<file path="config.mk">
export PLATFORM = sky130hd
export DESIGN_NAME = payment_collector_flat
export DESIGN_NICKNAME = d
export VERILOG_FILES = /design/src/rtl/fluid_pkg.sv /design/src/rtl/payment_collector_if.sv /design/src/rtl/flow_meter_counter.sv /design/src/rtl/payment_collector.sv /design/src/flat_wrapper.sv
export SDC_FILE = /design/constraint.sdc
export NUM_CORES = 1
export LEC_CHECK = 0
export ABC_AREA = 1
export CORE_MARGIN = 2
export CORE_UTILIZATION = 35
export DETAILED_ROUTE_END_ITERATION = 7
export GPL_ROUTABILITY_DRIVEN = 1
export HOLD_SLACK_MARGIN = 0.03
export PLACE_DENSITY = 0.68
export SETUP_SLACK_MARGIN = 0.15
export SLEW_MARGIN = 20
export SYNTH_ARGS = -nofsm -noshare
export SYNTH_HDL_FRONTEND = slang
export SYNTH_SLANG_ARGS = --single-unit
</file>
<file path="constraint.sdc">
create_clock -name clk -period 8.1 [get_ports clk]
set_input_delay 1.215 -clock clk [delete_from_list [all_inputs] [get_ports clk]]
set_output_delay 1.215 -clock clk [all_outputs]
set_load 0.005 [all_outputs]
</file>
<file path="src/rtl/fluid_pkg.sv">
// Shared types and default widths for the fluid dispenser pricing/payment path.
// The payment_collector timeout feature is enabled by defining PAYMENT_TIMEOUT_EN.
package fluid_pkg;

    localparam int DEF_PRICE_W = 16;
    localparam int DEF_COIN_W  = 8;
    localparam int DEF_VOL_W   = 8;

    typedef enum logic [1:0] {
        FLUID_WATER = 2'd0,
        FLUID_JUICE = 2'd1,
        FLUID_CHEM  = 2'd2
    } fluid_t;

    typedef enum logic [2:0] {
        IDLE     = 3'd0,
        PAY      = 3'd1,
        DISPENSE = 3'd2,
        SETTLE   = 3'd3,
        REFUND   = 3'd4
    } pc_state_t;

endpackage

</file>
<file path="src/rtl/payment_collector_if.sv">
// Order, coin, flow-meter and settlement signals between the customer side and payment_collector.
interface payment_collector_if
    import fluid_pkg::*;
#(
    parameter int PRICE_W = DEF_PRICE_W,
    parameter int COIN_W  = DEF_COIN_W,
    parameter int VOL_W   = DEF_VOL_W
);

    logic               order_valid;
    logic               order_ready;
    logic [PRICE_W-1:0] order_price;
    logic [VOL_W-1:0]   order_volume;
    logic               coin_valid;
    logic [COIN_W-1:0]  coin_value;
    logic               coin_accept;
    logic               cancel;
    logic               flow_pulse;
    logic               valve_open;
    logic [PRICE_W-1:0] paid_total;
    logic               change_valid;
    logic [PRICE_W-1:0] change_amount;
    logic               done;
    logic               aborted;

    modport master (
        output order_valid, order_price, order_volume,
        output coin_valid, coin_value, cancel, flow_pulse,
        input  order_ready, coin_accept, valve_open, paid_total,
        input  change_valid, change_amount, done, aborted
    );

    modport slave (
        input  order_valid, order_price, order_volume,
        input  coin_valid, coin_value, cancel, flow_pulse,
        output order_ready, coin_accept, valve_open, paid_total,
        output change_valid, change_amount, done, aborted
    );

endinterface

</file>
<file path="src/rtl/flow_meter_counter.sv">
// Litre counter for the dispense phase: clear, count enable and a terminal flag that
// fires in the cycle whose pulse brings the count up to the target.
module flow_meter_counter #(
    parameter int VOL_W = 8
) (
    input  logic             clk,
    input  logic             reset,
    input  logic             clear_i,
    input  logic             en_i,
    input  logic [VOL_W-1:0] target_i,
    output logic             tc_o
);

    logic [VOL_W-1:0] count_q;
    logic [VOL_W-1:0] count_d;
    logic [VOL_W-1:0] count_inc;

    assign count_inc = count_q + VOL_W'(1);

    // NOTE: every signal assigned in a combinational block gets a default first, so no path leaves it unassigned (no latch).
    always_comb begin
        count_d = count_q;
        if (clear_i) begin
            count_d = '0;
        end else if (en_i) begin
            count_d = count_inc;
        end
    end

    assign tc_o = en_i && !clear_i && (count_inc == target_i);

    // NOTE: state registers use non-blocking assignments so all flops update together at the edge.
    always_ff @(posedge clk or negedge reset) begin
        if (!reset) begin
            count_q <= '0;
        end else begin
            count_q <= count_d;
        end
    end

endmodule

</file>
<file path="src/rtl/payment_collector.sv">
// Collects coins for one priced order, opens the valve for the ordered litres, then settles change.
// Define PAYMENT_TIMEOUT_EN to auto-refund after TIMEOUT_CYC coinless cycles in PAY.
module payment_collector
    import fluid_pkg::*;
#(
    parameter int PRICE_W     = DEF_PRICE_W,
    parameter int COIN_W      = DEF_COIN_W,
    parameter int VOL_W       = DEF_VOL_W,
    parameter int TIMEOUT_CYC = 1000
) (
    input  logic                clk,
    input  logic                reset,
    payment_collector_if.slave  bus
);

    if (TIMEOUT_CYC < 1) begin : g_bad_timeout
        $error("TIMEOUT_CYC must be at least 1");
    end

    pc_state_t          state_q, state_d;
    logic [PRICE_W-1:0] price_q, price_d;
    logic [VOL_W-1:0]   vol_q, vol_d;
    logic [PRICE_W-1:0] paid_q, paid_d;

    logic [PRICE_W:0]   paid_sum;
    logic [PRICE_W-1:0] paid_next;
    logic               cnt_clear;
    logic               cnt_en;
    logic               cnt_tc;

    // One extra carry bit detects overflow so the running total saturates instead of wrapping.
    assign paid_sum  = {1'b0, paid_q} + (PRICE_W + 1)'(bus.coin_value);
    assign paid_next = !bus.coin_valid ? paid_q :
                       paid_sum[PRICE_W] ? {PRICE_W{1'b1}} : paid_sum[PRICE_W-1:0];

`ifdef PAYMENT_TIMEOUT_EN
    localparam int IDLE_W = $clog2(TIMEOUT_CYC + 1);

    logic [IDLE_W-1:0] idle_q, idle_d;
    logic              timeout;

    assign timeout = (state_q == PAY) && !bus.coin_valid &&
                     ((idle_q + IDLE_W'(1)) == IDLE_W'(TIMEOUT_CYC));

    always_comb begin
        idle_d = '0;
        if ((state_q == PAY) && !bus.coin_valid) begin
            idle_d = idle_q + IDLE_W'(1);
        end
    end

    always_ff @(posedge clk or negedge reset) begin
        if (!reset) begin
            idle_q <= '0;
        end else begin
            idle_q <= idle_d;
        end
    end
`endif

    always_comb begin
        state_d   = state_q;
        price_d   = price_q;
        vol_d     = vol_q;
        paid_d    = paid_q;
        cnt_clear = 1'b0;
        cnt_en    = 1'b0;

        case (state_q)
            IDLE: begin
                if (bus.order_valid) begin
                    price_d   = bus.order_price;
                    vol_d     = bus.order_volume;
                    paid_d    = '0;
                    cnt_clear = 1'b1;
                    if (bus.order_price != '0) begin
                        state_d = PAY;
                    end else if (bus.order_volume != '0) begin
                        state_d = DISPENSE;
                    end else begin
                        state_d = SETTLE;
                    end
                end
            end

            PAY: begin
                paid_d = paid_next;
                if (bus.cancel) begin
                    state_d = REFUND;
                end else if (paid_next >= price_q) begin
                    state_d = (vol_q != '0) ? DISPENSE : SETTLE;
                end
`ifdef PAYMENT_TIMEOUT_EN
                else if (timeout) begin
                    state_d = REFUND;
                end
`endif
            end

            DISPENSE: begin
                cnt_en = bus.flow_pulse;
                if (cnt_tc) begin
                    state_d = SETTLE;
                end
            end

            SETTLE:  state_d = IDLE;
            REFUND:  state_d = IDLE;
            default: state_d = IDLE;
        endcase
    end

    always_ff @(posedge clk or negedge reset) begin
        if (!reset) begin
            state_q <= IDLE;
            price_q <= '0;
            vol_q   <= '0;
            paid_q  <= '0;
        end else begin
            state_q <= state_d;
            price_q <= price_d;
            vol_q   <= vol_d;
            paid_q  <= paid_d;
        end
    end

    flow_meter_counter #(
        .VOL_W (VOL_W)
    ) u_flow_meter (
        .clk      (clk),
        .reset    (reset),
        .clear_i  (cnt_clear),
        .en_i     (cnt_en),
        .target_i (vol_q),
        .tc_o     (cnt_tc)
    );

    // Moore outputs: decoded only from the registered state and datapath registers.
    always_comb begin
        bus.order_ready   = (state_q == IDLE);
        bus.coin_accept   = (state_q == PAY);
        bus.valve_open    = (state_q == DISPENSE);
        bus.paid_total    = paid_q;
        bus.done          = (state_q == SETTLE);
        bus.aborted       = (state_q == REFUND);
        bus.change_valid  = 1'b0;
        bus.change_amount = '0;

        if (state_q == SETTLE) begin
            bus.change_valid = (paid_q > price_q);
            if (paid_q > price_q) begin
                bus.change_amount = paid_q - price_q;
            end
        end else if (state_q == REFUND) begin
            bus.change_valid  = (paid_q != '0);
            bus.change_amount = paid_q;
        end
    end

endmodule
</file>
<file path="src/flat_wrapper.sv">
// flat-port wrapper written by rule: the top's interface ports become plain ports
module payment_collector_flat import fluid_pkg::*;
#(
    parameter int PRICE_W     = DEF_PRICE_W,
    parameter int COIN_W      = DEF_COIN_W,
    parameter int VOL_W       = DEF_VOL_W,
    parameter int TIMEOUT_CYC = 1000
)
  (clk, reset, bus_order_valid, bus_order_price, bus_order_volume, bus_coin_valid, bus_coin_value, bus_cancel, bus_flow_pulse, bus_order_ready, bus_coin_accept, bus_valve_open, bus_paid_total, bus_change_valid, bus_change_amount, bus_done, bus_aborted);
  payment_collector_if #(.PRICE_W(PRICE_W), .COIN_W(COIN_W), .VOL_W(VOL_W)) bus_i ();
  input  logic clk;
  input  logic reset;
  input wire logic [$bits(bus_i.order_valid)-1:0] bus_order_valid;
  input wire logic [$bits(bus_i.order_price)-1:0] bus_order_price;
  input wire logic [$bits(bus_i.order_volume)-1:0] bus_order_volume;
  input wire logic [$bits(bus_i.coin_valid)-1:0] bus_coin_valid;
  input wire logic [$bits(bus_i.coin_value)-1:0] bus_coin_value;
  input wire logic [$bits(bus_i.cancel)-1:0] bus_cancel;
  input wire logic [$bits(bus_i.flow_pulse)-1:0] bus_flow_pulse;
  output wire logic [$bits(bus_i.order_ready)-1:0] bus_order_ready;
  output wire logic [$bits(bus_i.coin_accept)-1:0] bus_coin_accept;
  output wire logic [$bits(bus_i.valve_open)-1:0] bus_valve_open;
  output wire logic [$bits(bus_i.paid_total)-1:0] bus_paid_total;
  output wire logic [$bits(bus_i.change_valid)-1:0] bus_change_valid;
  output wire logic [$bits(bus_i.change_amount)-1:0] bus_change_amount;
  output wire logic [$bits(bus_i.done)-1:0] bus_done;
  output wire logic [$bits(bus_i.aborted)-1:0] bus_aborted;
  assign bus_i.order_valid = bus_order_valid;
  assign bus_i.order_price = bus_order_price;
  assign bus_i.order_volume = bus_order_volume;
  assign bus_i.coin_valid = bus_coin_valid;
  assign bus_i.coin_value = bus_coin_value;
  assign bus_i.cancel = bus_cancel;
  assign bus_i.flow_pulse = bus_flow_pulse;
  assign bus_order_ready = bus_i.order_ready;
  assign bus_coin_accept = bus_i.coin_accept;
  assign bus_valve_open = bus_i.valve_open;
  assign bus_paid_total = bus_i.paid_total;
  assign bus_change_valid = bus_i.change_valid;
  assign bus_change_amount = bus_i.change_amount;
  assign bus_done = bus_i.done;
  assign bus_aborted = bus_i.aborted;
  payment_collector #(.PRICE_W(PRICE_W), .COIN_W(COIN_W), .VOL_W(VOL_W), .TIMEOUT_CYC(TIMEOUT_CYC)) u_core (.clk(clk), .reset(reset), .bus(bus_i));
endmodule
</file>
# ---- Word level (Yosys, flattened, before mapping)
# Cells that the tools add are included.
dict set report totals {
  mem_bits_rw 0
  mem_bits_ro 0
  output_inout_bits 38
  latch_bits 0
  elab_cells 53
  input_bits 38
  mem_count 0
  register_bits 51
}
dict set report classes {
  n_bitwise 0
  n_div 0
  n_mul 0
  n_eq_ne 8
  reduce_logical 13
  muxes 22
  addsub 3
  shift 0
  order_cmp 2
}
# cell count
set ops {}
lappend ops {{16-bit 2-to-1 mux} 6}
lappend ops {{16-bit one-hot mux with 2 select lines} 1}
lappend ops {{16-bit nonzero test} 2}
lappend ops {{16-bit by 8-bit adder with 17-bit output} 1}
lappend ops {{16-bit >= comparator} 1}
lappend ops {{16-bit > comparator} 1}
lappend ops {{8-bit 2-to-1 mux} 2}
lappend ops {{8-bit nonzero test} 2}
lappend ops {{16-bit subtractor} 1}
lappend ops {{3-bit 2-to-1 mux} 5}
lappend ops {{3-bit one-hot mux with 3 select lines} 1}
lappend ops {{8-bit by 1-bit adder with 8-bit output, second input constant} 1}
lappend ops {{8-bit equality test} 1}
lappend ops {{1-bit 2-to-1 mux} 7}
lappend ops {{3-bit by 2-bit equality test with 1-bit output, second input constant} 2}
lappend ops {{2-bit AND reduction} 2}
lappend ops {{2-bit nonzero test} 2}
lappend ops {{3-bit by 1-bit equality test with 1-bit output, second input constant} 1}
lappend ops {{3-bit equality test, second input constant} 1}
lappend ops {{3-bit zero test} 1}
lappend ops {{3-bit by 2-bit inequality test with 1-bit output, second input constant} 1}
lappend ops {{3-bit AND reduction} 1}
lappend ops {{1-bit logical AND} 2}
lappend ops {{2-bit by 1-bit inequality test with 1-bit output, second input constant} 1}
lappend ops {{2 further kinds} 2}

# ---- Longest topological paths before layout
# Gate-level depths: netlist (run 1).
dict set report logic_depth {
  depth_word 7
  depth_mapped 22
  mapped_depth_nobuf 22
}

# ---- Cells and area by module
# From an unflattened synthesis (run 1), not the netlist that was laid out.
dict set report unflattened {
  cells_unflattened 771
  hier_area_um2 4948.5
}
# module n_inst area_per_inst_um2 seq_area_each_um2 cells_per_inst
set by_module_without_submodules {}
lappend by_module_without_submodules {payment_collector 1 4307.9 1076.0 670}
lappend by_module_without_submodules {flow_meter_counter 1 640.6 200.2 101}

# ---- Worst setup path before layout (run 1)
# Ideal clock, no wire load.
dict set report synth_timing {
  kind {input port to flip-flop}
  startpoint {in bus_coin_value[0]}
  endpoint {reg u_core.state_q[1]}
  setup_time_ns 0.126
  arrival_ns 3.532
  n_path_buf 0
  stages 22
  path_slack_ns 4.441
  t_required_ns 7.974
  path_cell_list {ha_1 > fa_1 > nand3_1 > nand2_1 > nand2_1 > nand3_4 > nand2_1 > nand2_1 > or2_1 > o21ai_0 > inv_1 > ha_1 > nand2_1 > nand2_1 > nand2_1 > nand2_1 > nand2_1 > nand2_1 > nand2_1 > nand4_1 > o21ai_0 > o21ai_0}
}
dict set report synth_via {
  elab_chain_cells 6
}
# item line
set synth_lines {}
lappend synth_lines {{start, declared} flat_wrapper.sv:17} ;# input wire logic [$bits(bus_i.coin_value)-1:0] bus_coin_value;
lappend synth_lines {{16-bit by 8-bit adder with 17-bit output} payment_collector.sv:32} ;# assign paid_sum = {1'b0, paid_q} + (PRICE_W + 1)'(bus.coin_value);
lappend synth_lines {{16-bit 2-to-1 mux} payment_collector.sv:34} ;# paid_sum[PRICE_W] ? {PRICE_W{1'b1}} : paid_sum[PRICE_W-1:0];
lappend synth_lines {{16-bit 2-to-1 mux} payment_collector.sv:33} ;# assign paid_next = !bus.coin_valid ? paid_q :
lappend synth_lines {{16-bit >= comparator} payment_collector.sv:90} ;# end else if (paid_next >= price_q) begin
lappend synth_lines {{3-bit by 2-bit inequality test with 1-bit output (no line)} --}
lappend synth_lines {{3-bit AND reduction (no line)} --}
lappend synth_lines {{end signal, assigned} payment_collector.sv:120} ;# state_q <= state_d;
lappend synth_lines {{end, declared} payment_collector.sv:20} ;# pc_state_t state_q, state_d;
# No other way between the ends.
# A chain may end at the register's enable or synchronous reset.

# ---- Worst setup path in the final report (run 1)
dict set report layout_timing {
  startpoint {reg u_core.paid_q[0] (netlist: u_core.bus.paid_total[0])}
  endpoint {out bus_change_amount[11]}
}
dict set report layout_via {
  elab_chain_cells 3
  word_cells_on_any_way 4
  cone_classes {add/sub: 1; order compare: 1; mux: 2}
}
# item line
set layout_lines {}
lappend layout_lines {{start, declared} payment_collector.sv:23} ;# logic [PRICE_W-1:0] paid_q, paid_d;
lappend layout_lines {{start signal, assigned} payment_collector.sv:123} ;# paid_q <= paid_d;
lappend layout_lines {{16-bit subtractor / 16-bit > comparator (equally long branches)} {payment_collector.sv:152, payment_collector.sv:151}}
lappend layout_lines {{16-bit 2-to-1 mux (*)} payment_collector.sv:151} ;# if (paid_q > price_q) begin
lappend layout_lines {{16-bit 2-to-1 mux (*)} payment_collector.sv:149} ;# if (state_q == SETTLE) begin
lappend layout_lines {{end, declared} flat_wrapper.sv:25} ;# output wire logic [$bits(bus_i.change_amount)-1:0] bus_change_amount;
# Every way passes the cells marked *; elsewhere a longest branch is shown, timed or not.

==> impl_results.md, run 1 <==
* Status: completed
* First-pass GRT wire length at 21.8 mm
* Antenna violations before repair at 0
* Dpl cells at 914
* Syn_nets at 755
* Via count at 4648
* Post-synthesis sequential area ratio at 27.7%
* Combinational Power Share at 65.8%
* Gr usage total at 19.1%
* Worst Tran Pin Value at 758 ps
* Setup-failing EPs final at 0
* Cell area after layout at 5680 µm²
* F_max at 0.239 GHz
* Final Max Tran Viols at 0
* Clk sink count at 51
* Max FO, Critical Path at 12
* GP Congestion at 0.928
* Critical Path RT at 6880 ps
* R2R setup slack at 4830 ps
* Setup crit end kind: primary output
* Critical Path AT at 2970 ps
* Io pins at 76
* Congestion Overflow GR at 0
* Max Cap Viol at 0
* Clock Latency Late Sink at 290 ps
* DRC viols at 0
* Fin nets at 830
* Area grow syn2layout at 23.3%
* Area of the core at 12700 µm²
* CTS root buf: clkbuf_16
* Die Footprint at 14100 µm²
* Fin util at 44.7%
* Clock Tree Buf Depth at 2
* Port bufs at 75
* Distinct cells, synth at 40
* DPL Wire Length at 10.7 mm
* Share of cells above drive strength 1 at 5.20%
* Post-Synthesis Cells at 674
* Drt wl/cell at 14.4 µm
* Die X at 119 µm
* CTS Hold Bufs at 0
* Worst hold path type: flop to flop
* Tmin final at 4190 ps
* Yosys reg bits at 51
* Resized Gates After CTS at 0
* Fin Clk Skew at 10.8 ps
* Clk pwr share at 10.7%
* Clock-pin slew on the worst setup and hold paths at 70 ps
* Cell leakage power at 2.70 nW
* NetSw at 0.000951 W
* PwrDens at 332 nW/µm²
* RSZ-0062 raised after global routing: false
* Syn. warnings at 0
* Total power at 0.00189 W
* Cell-internal power at 0.000938 W
* Sw frac at 50.3%
* Fin Setup TNS at 0 ps
* Die Height at 119 µm
* Final hold viol count at 0
* H-tree depth at 2
* Fillers at 1362
* Startpoint types: flop
* Number of vias per cell at 5.04
* Std cell rows at 41
* CTS Buf Count at 5
* Synth Cell Area at 4610 µm²
* Avg Inst Size Synth at 6.84 µm²
* ANT cells at 0
* Vias in the first global route at 4361
* Largest net degree at the start of global routing at 52
* Tcrit/Tclk final at 51.7%
* Initial drt markers at 363
* Post-layout instance count excluding filler cells at 922
* Setup Buffers After CTS at 0
* CTS tree: built
* Pre-Repair DR Iteration Count at 5
* WL final at 13.2 mm
* Initial core utilization at 36.2%
* Flop pwr share at 23.4%
* CP Class: flop to primary output
* Cell Area, Placed at 5550 µm²
* Rel. slew slack at 49.3%
* Peak VDD IR at 120 µV
* Antenna violation net count after detailed routing at 0
## logic make-up after synthesis
logic type | Yosys count | share of synthesized area, %
XOR/XNOR | 15 | 2.85
flip-flops | 51 | 27.7
AND/OR/NAND/NOR | 324 | 31.0
AO/OA/AOI/OAI | 130 | 17.2
buffers and inverters | 111 | 9.28
adder cells (fa/ha/maj) | 43 | 12.0
## path summary, 6_finish.rpt
kind | from | cells past startpoint | to
min reg2reg | u_core.price_q[12] | 2 | u_core.price_q[12]
min in group asynchronous | reset | 2 | u_core.vol_q[1]
max in group asynchronous | reset | 2 | u_core.price_q[11]
max | u_core.bus.paid_total[0] | 13 | bus_change_amount[11]
min | u_core.price_q[12] | 2 | u_core.price_q[12]
max reg2reg | u_core.bus.paid_total[0] | 22 | u_core.state_q[1]
## cell usage after synthesis (all sizes together)
library cell  count  area share [%]
ha               41              11
nor3              6            0.76
inv             101             8.2
a21o              2            0.33
xnor2             7             1.3
fa                2            0.87
nand2           191              16
a21oi            33             3.8
nand4            16             2.2
o21bai            5            0.81
o21ai            64             6.9
clkbuf            5            0.41
o21a              2            0.33
buf               5            0.65
a31oi             2            0.27
a21boi            3            0.73
dfrtp            51              28
nor2             51             4.3
and3              1            0.14
nor4              6             1.1
xor2              8             1.5
o211ai            4            0.65
o22ai            15             3.3
or2               4            0.54
nand3            49             6.1
## flip-flops by register name, summed over array words and instances, names as in the netlist
name and cells:
u_core.state_q 3, u_core.price_q 16, u_core.vol_q 8, u_core.u_flow_meter.count_q 8
u_core.bus.paid_total 16
## metrics by stage
step | worst slack [ps] | hold slack, ps
after floorplan | 4440 | 474
after global placement | 3810 | 550
after detailed placement | 3710 | 563
after CTS | 3900 | 578
after global routing | 3700 | 624
final | 3910 | 579
## worst max-delay path, stage by stage, from the launching register on
cell and delay [ps]:
dfrtp_1 450, inv_1 150, ha_1 220, inv_1 80, fa_1 210, nand2_1 70
nand2_2 100, nand2_2 70, nand2_4 90, nand3_4 70, a21boi_4 260, inv_2 190
o21ai_0 200, clkdlybuf4s50_1 520
## layout make-up
type,instances,area (µm²),share of cell area (%)
flip-flops and latches,51,1280,22.5
multi-input cells,512,2910,51.2
clock inverters,1,5.00,0.0880
clock buffers,7,133,2.33
well taps,172,215,3.79
inverters,101,379,6.67
repair buffers,78,768,13.5
## per-layer routing
layer	GRT usage [%]	up-vias	share of wire, %
li1	-	2370	-
met4	5.51	0	1.7
met5	0	-	0
met2	29.7	136	45
met3	2.51	16	5.2
met1	27.5	2126	48
## power by group through the flow
| stage | logic [W] | clock network (W) | registers (W) |
|---|---|---|---|
| floorplan | 0.000893 | 0 | 0.000418 |
| global placement | 0.00122 | 0 | 0.000447 |
| detailed placement | 0.00123 | 0 | 0.000448 |
| CTS | 0.00124 | 0.000208 | 0.000444 |
| global route | 0.00141 | 0.000216 | 0.000459 |
| finish | 0.00124 | 0.000203 | 0.000443 |
## layout by cell type, fill, tap and decap left out, types with 3 or more instances in the layout
master	n
nand2_1	187
nand4_1	16
xnor2_1	7
nor2_1	47
buf_4	3
o211ai_1	4
clkbuf_16	5
xor2_1	8
inv_1	99
clkdlybuf4s50_1	74
a21oi_1	32
nor3_1	5
nor4_1	5
dfrtp_1	51
nand3_1	45
o22ai_1	6
o21bai_1	5
o21ai_0	62
nor2_2	4
o22ai_2	9
ha_1	41
nand2_2	3
No activity file was read; power rests on OpenSTA's default activity.
==> run 2: changes to the inputs <==
--- a/config.mk
+++ b/config.mk
@@ -11,7 +11,7 @@
 export DETAILED_ROUTE_END_ITERATION = 7
 export GPL_ROUTABILITY_DRIVEN = 1
 export HOLD_SLACK_MARGIN = 0.03
-export PLACE_DENSITY = 0.68
+export PLACE_DENSITY = 0.7
 export SETUP_SLACK_MARGIN = 0.15
 export SLEW_MARGIN = 20
 export SYNTH_ARGS = -nofsm -noshare
==> constraint.sdc (replaced) <==
create_clock -name clk -period 3.4 [get_ports clk]
set_input_delay 0.51 -clock clk [delete_from_list [all_inputs] [get_ports clk]]
set_output_delay 0.51 -clock clk [all_outputs]
set_load 0.005 [all_outputs]
==> impl_results.md, run 2 (synthesis results as in run 1) <==
* Status: completed
* NetSw at 0.00244 W (+160%)
* Fillers at 1331 (-2.3%)
* R2r endpoint: u_core.state_q[1]
* Worst path cell trace: ha_1 -> nand2_1 -> nor2_2 -> nand2_2 -> nand2_4 -> nand3_4 -> a21boi_4 -> buf_4 -> nand2_1 -> o21ai_0 -> clkdlybuf4s50_1
* ANT cells at 0 (unchanged)
* Antenna violation net count after detailed routing at 0 (unchanged)
* Port bufs at 75 (unchanged)
* First-pass GRT wire length at 21.9 mm (+0.67%)
* Critical Path AT at 2750 ps (-220 ps)
* Max Cap Viol at 0 (unchanged)
* Sw frac at 49.7% (-0.58 points)
* CTS tree: built
* Most frequent cells in the layout: nand2_1, inv_1, clkdlybuf4s50_1
* Cell-internal power at 0.00246 W (+160%)
* Clk pwr share at 10.0% (-0.7 points)
* RSZ-0062 raised after global routing: true
* Congestion Overflow GR at 0 (unchanged)
* CP top delay family: buffers and inverters
* Fin nets at 854 (+2.9%)
* Crit path launch: u_core.bus.paid_total[4]
* Vias in the first global route at 4465 (+2.4%)
* Critical Path RT at 2890 ps (-3990 ps)
* Flop pwr share at 21.4% (-2.0 points)
* Die Footprint at 14100 µm² (unchanged)
* CP Class: flop to primary output
* Tmin final at 3260 ps
* Largest net degree at the start of global routing at 43 (-17%)
* Area of the core at 12700 µm² (unchanged)
* Io pins at 76 (unchanged)
* Die Height at 119 µm (unchanged)
* Pre-Repair DR Iteration Count at 5 (unchanged)
* CP max stage delay at 550 ps (+30 ps)
* CTS Buf Count at 5 (unchanged)
* Initial drt markers at 397 (+9.4%)
* PwrDens at 805 nW/µm² (+140%)
* Setup crit end kind: primary output
* Peak VDD IR at 388 µV (+220%)
* Final Max Tran Viols at 0 (unchanged)
* Antenna violations before repair at 0 (unchanged)
* Total power at 0.00490 W (+160%)
* Hold slack at 354 ps (-225 ps)
* Most common cell after layout, fill and taps aside: nand2_1
* Worst r2r src: u_core.bus.paid_total[0]
* CTS Hold Bufs at 0 (unchanged)
* F_max at 0.307 GHz
* Fin Clk Skew at 6.12 ps (-4.65 ps)
* Rel. slew slack at 38.1% (-11 points)
* Startpoint types: flop
* Cell area after layout at 6080 µm² (+7.0%)
* R2R cell count at 22 (unchanged)
* Worst Tran Pin Value at 929 ps (+170 ps)
* Share of cells above drive strength 1 at 12.7% (+7.5 points)
* Max FO, Critical Path at 5 (-7)
* Clock Latency Late Sink at 290 ps (about the same)
* Clock-pin slew on the worst setup and hold paths at 70 ps (about the same)
* Worst hold path type: primary input to asynchronous set/reset pin
* Tcrit/Tclk final at 95.7%
* Cell Area, Placed at 5690 µm² (+2.5%)
* DRC viols at 0 (unchanged)
* R2R setup slack at 260 ps (-4570 ps)
* Via count at 4822 (+3.7%)
* Std cell rows at 41 (unchanged)
* Critical Path Most Common Cell: nand2_1
* WL final at 13.8 mm (+4.4%)
* CTS root buf: clkbuf_16
* GP Congestion at 0.917 (-1.3%)
* Drt wl/cell at 14.6 µm (+1.8%)
* Bufs and invs on worst path at 2 (-2)
* Die X at 119 µm (unchanged)
* Clock Tree Buf Depth at 2 (unchanged)
* Initial core utilization at 36.2% (unchanged)
* Gr usage total at 19.2% (+0.18 points)
* H-tree depth at 2 (unchanged)
* Final hold viol count at 0 (unchanged)
* Slowest cell on crit path: clkdlybuf4s50_1
* Area grow syn2layout at 32.0%
* Number of vias per cell at 5.10 (+1.1%)
* DPL Wire Length at 11.0 mm (+2.3%)
* Cell leakage power at 2.94 nW (+9.0%)
* Clk sink count at 51 (unchanged)
* Combinational Power Share at 68.6% (+2.8 points)
* Setup-failing EPs final at 0 (unchanged)
==> run 2: changes by cell type in the layout (fill, tap and decap cells not counted), sizes merged <==
| cell | previous run | this run |
|---|---|---|
| clkdlybuf4s50 | 74 | 68 |
| buf | 4 | 28 |
| clkinvlp | 0 | 1 |
| clkbuf | 7 | 6 |
| dlymetal6s2s | 0 | 6 |
==> run 2: worst register-to-register path: stages (launching register included) <==
cell and delay, ps:
dfrtp_2 420, buf_4 150, ha_2 180, fa_2 380
nand3_2 80, nand2_2 70, nand2_2 80, nand3_4 110
a21oi_4 280, nand2_1 90, o21ai_1 100, inv_1 60
ha_1 300, nand2_2 80, inv_1 40, nand2_1 50
nand2_1 40, nand2_1 60, nand2_1 40, nand2_1 50
nand4_1 110, o21ai_1 170, o21ai_1 80
==> run 2: final cells by class <==
type | instances | area, µm² | area share (%)
Clock buffer | 6 | 129 | 2.12
Clock inverter | 2 | 12.5 | 0.206
Inverter | 101 | 382 | 6.27
Multi-Input combinational cell | 512 | 3090 | 50.8
Sequential cell | 51 | 1280 | 21.1
Tap cell | 172 | 215 | 3.54
Timing Repair Buffer | 102 | 976 | 16.0
==> run 2: power groups by stage <==
stage               combinational, W  sequential [W]  clock, W
finish                       0.00336         0.00105  0.000491
global route                 0.00371         0.00108  0.000530
CTS                          0.00315         0.00104  0.000507
detailed placement           0.00304         0.00104         0
global placement             0.00300         0.00104         0
floorplan                    0.00213        0.000995         0
==> run 2: worst max path at each step <==
stage / slack (ps) / end / cells after the start
after global placement: -50 / u_core.state_q[1] / 17
final: 140 / bus_change_amount[1] / 11
after floorplan: 450 / u_core.state_q[1] / 22
after global routing: 50 / u_core.state_q[1] / 21
after detailed placement: -260 / u_core.state_q[1] / 17
after CTS: 160 / bus_change_amount[15] / 11
==> run 2: metrics by stage <==
step	setup WS, ps	std cells	setup TNS [ps]	utilization (%)
detailed placement	-258	931	-386	44.7
global route	53.7	946	0	47.8
CTS	159	941	0	46.5
finish	145	946	0	47.8
global placement	-52.1	931	-70.6	44.7
floorplan	446	674	0	-
==> run 2: metal layers <==
layer | part of all wire [%] | vias to the layer above | global-route usage, %
met3 | 5.7 | 30 | 3.38
met2 | 46 | 144 | 30.4
met1 | 46 | 2215 | 26.5
met5 | 0 | - | 0
li1 | - | 2433 | -
met4 | 2.6 | 0 | 6.47
==> run 2: what timing repair did <==
| action | in CTS | in global routing |
|---|---|---|
| gates resized for setup | 15 | 39 |
| pin swaps | 0 | 14 |
| setup buffers | 2 | 5 |
| setup endpoints to repair | 17 | 18 |
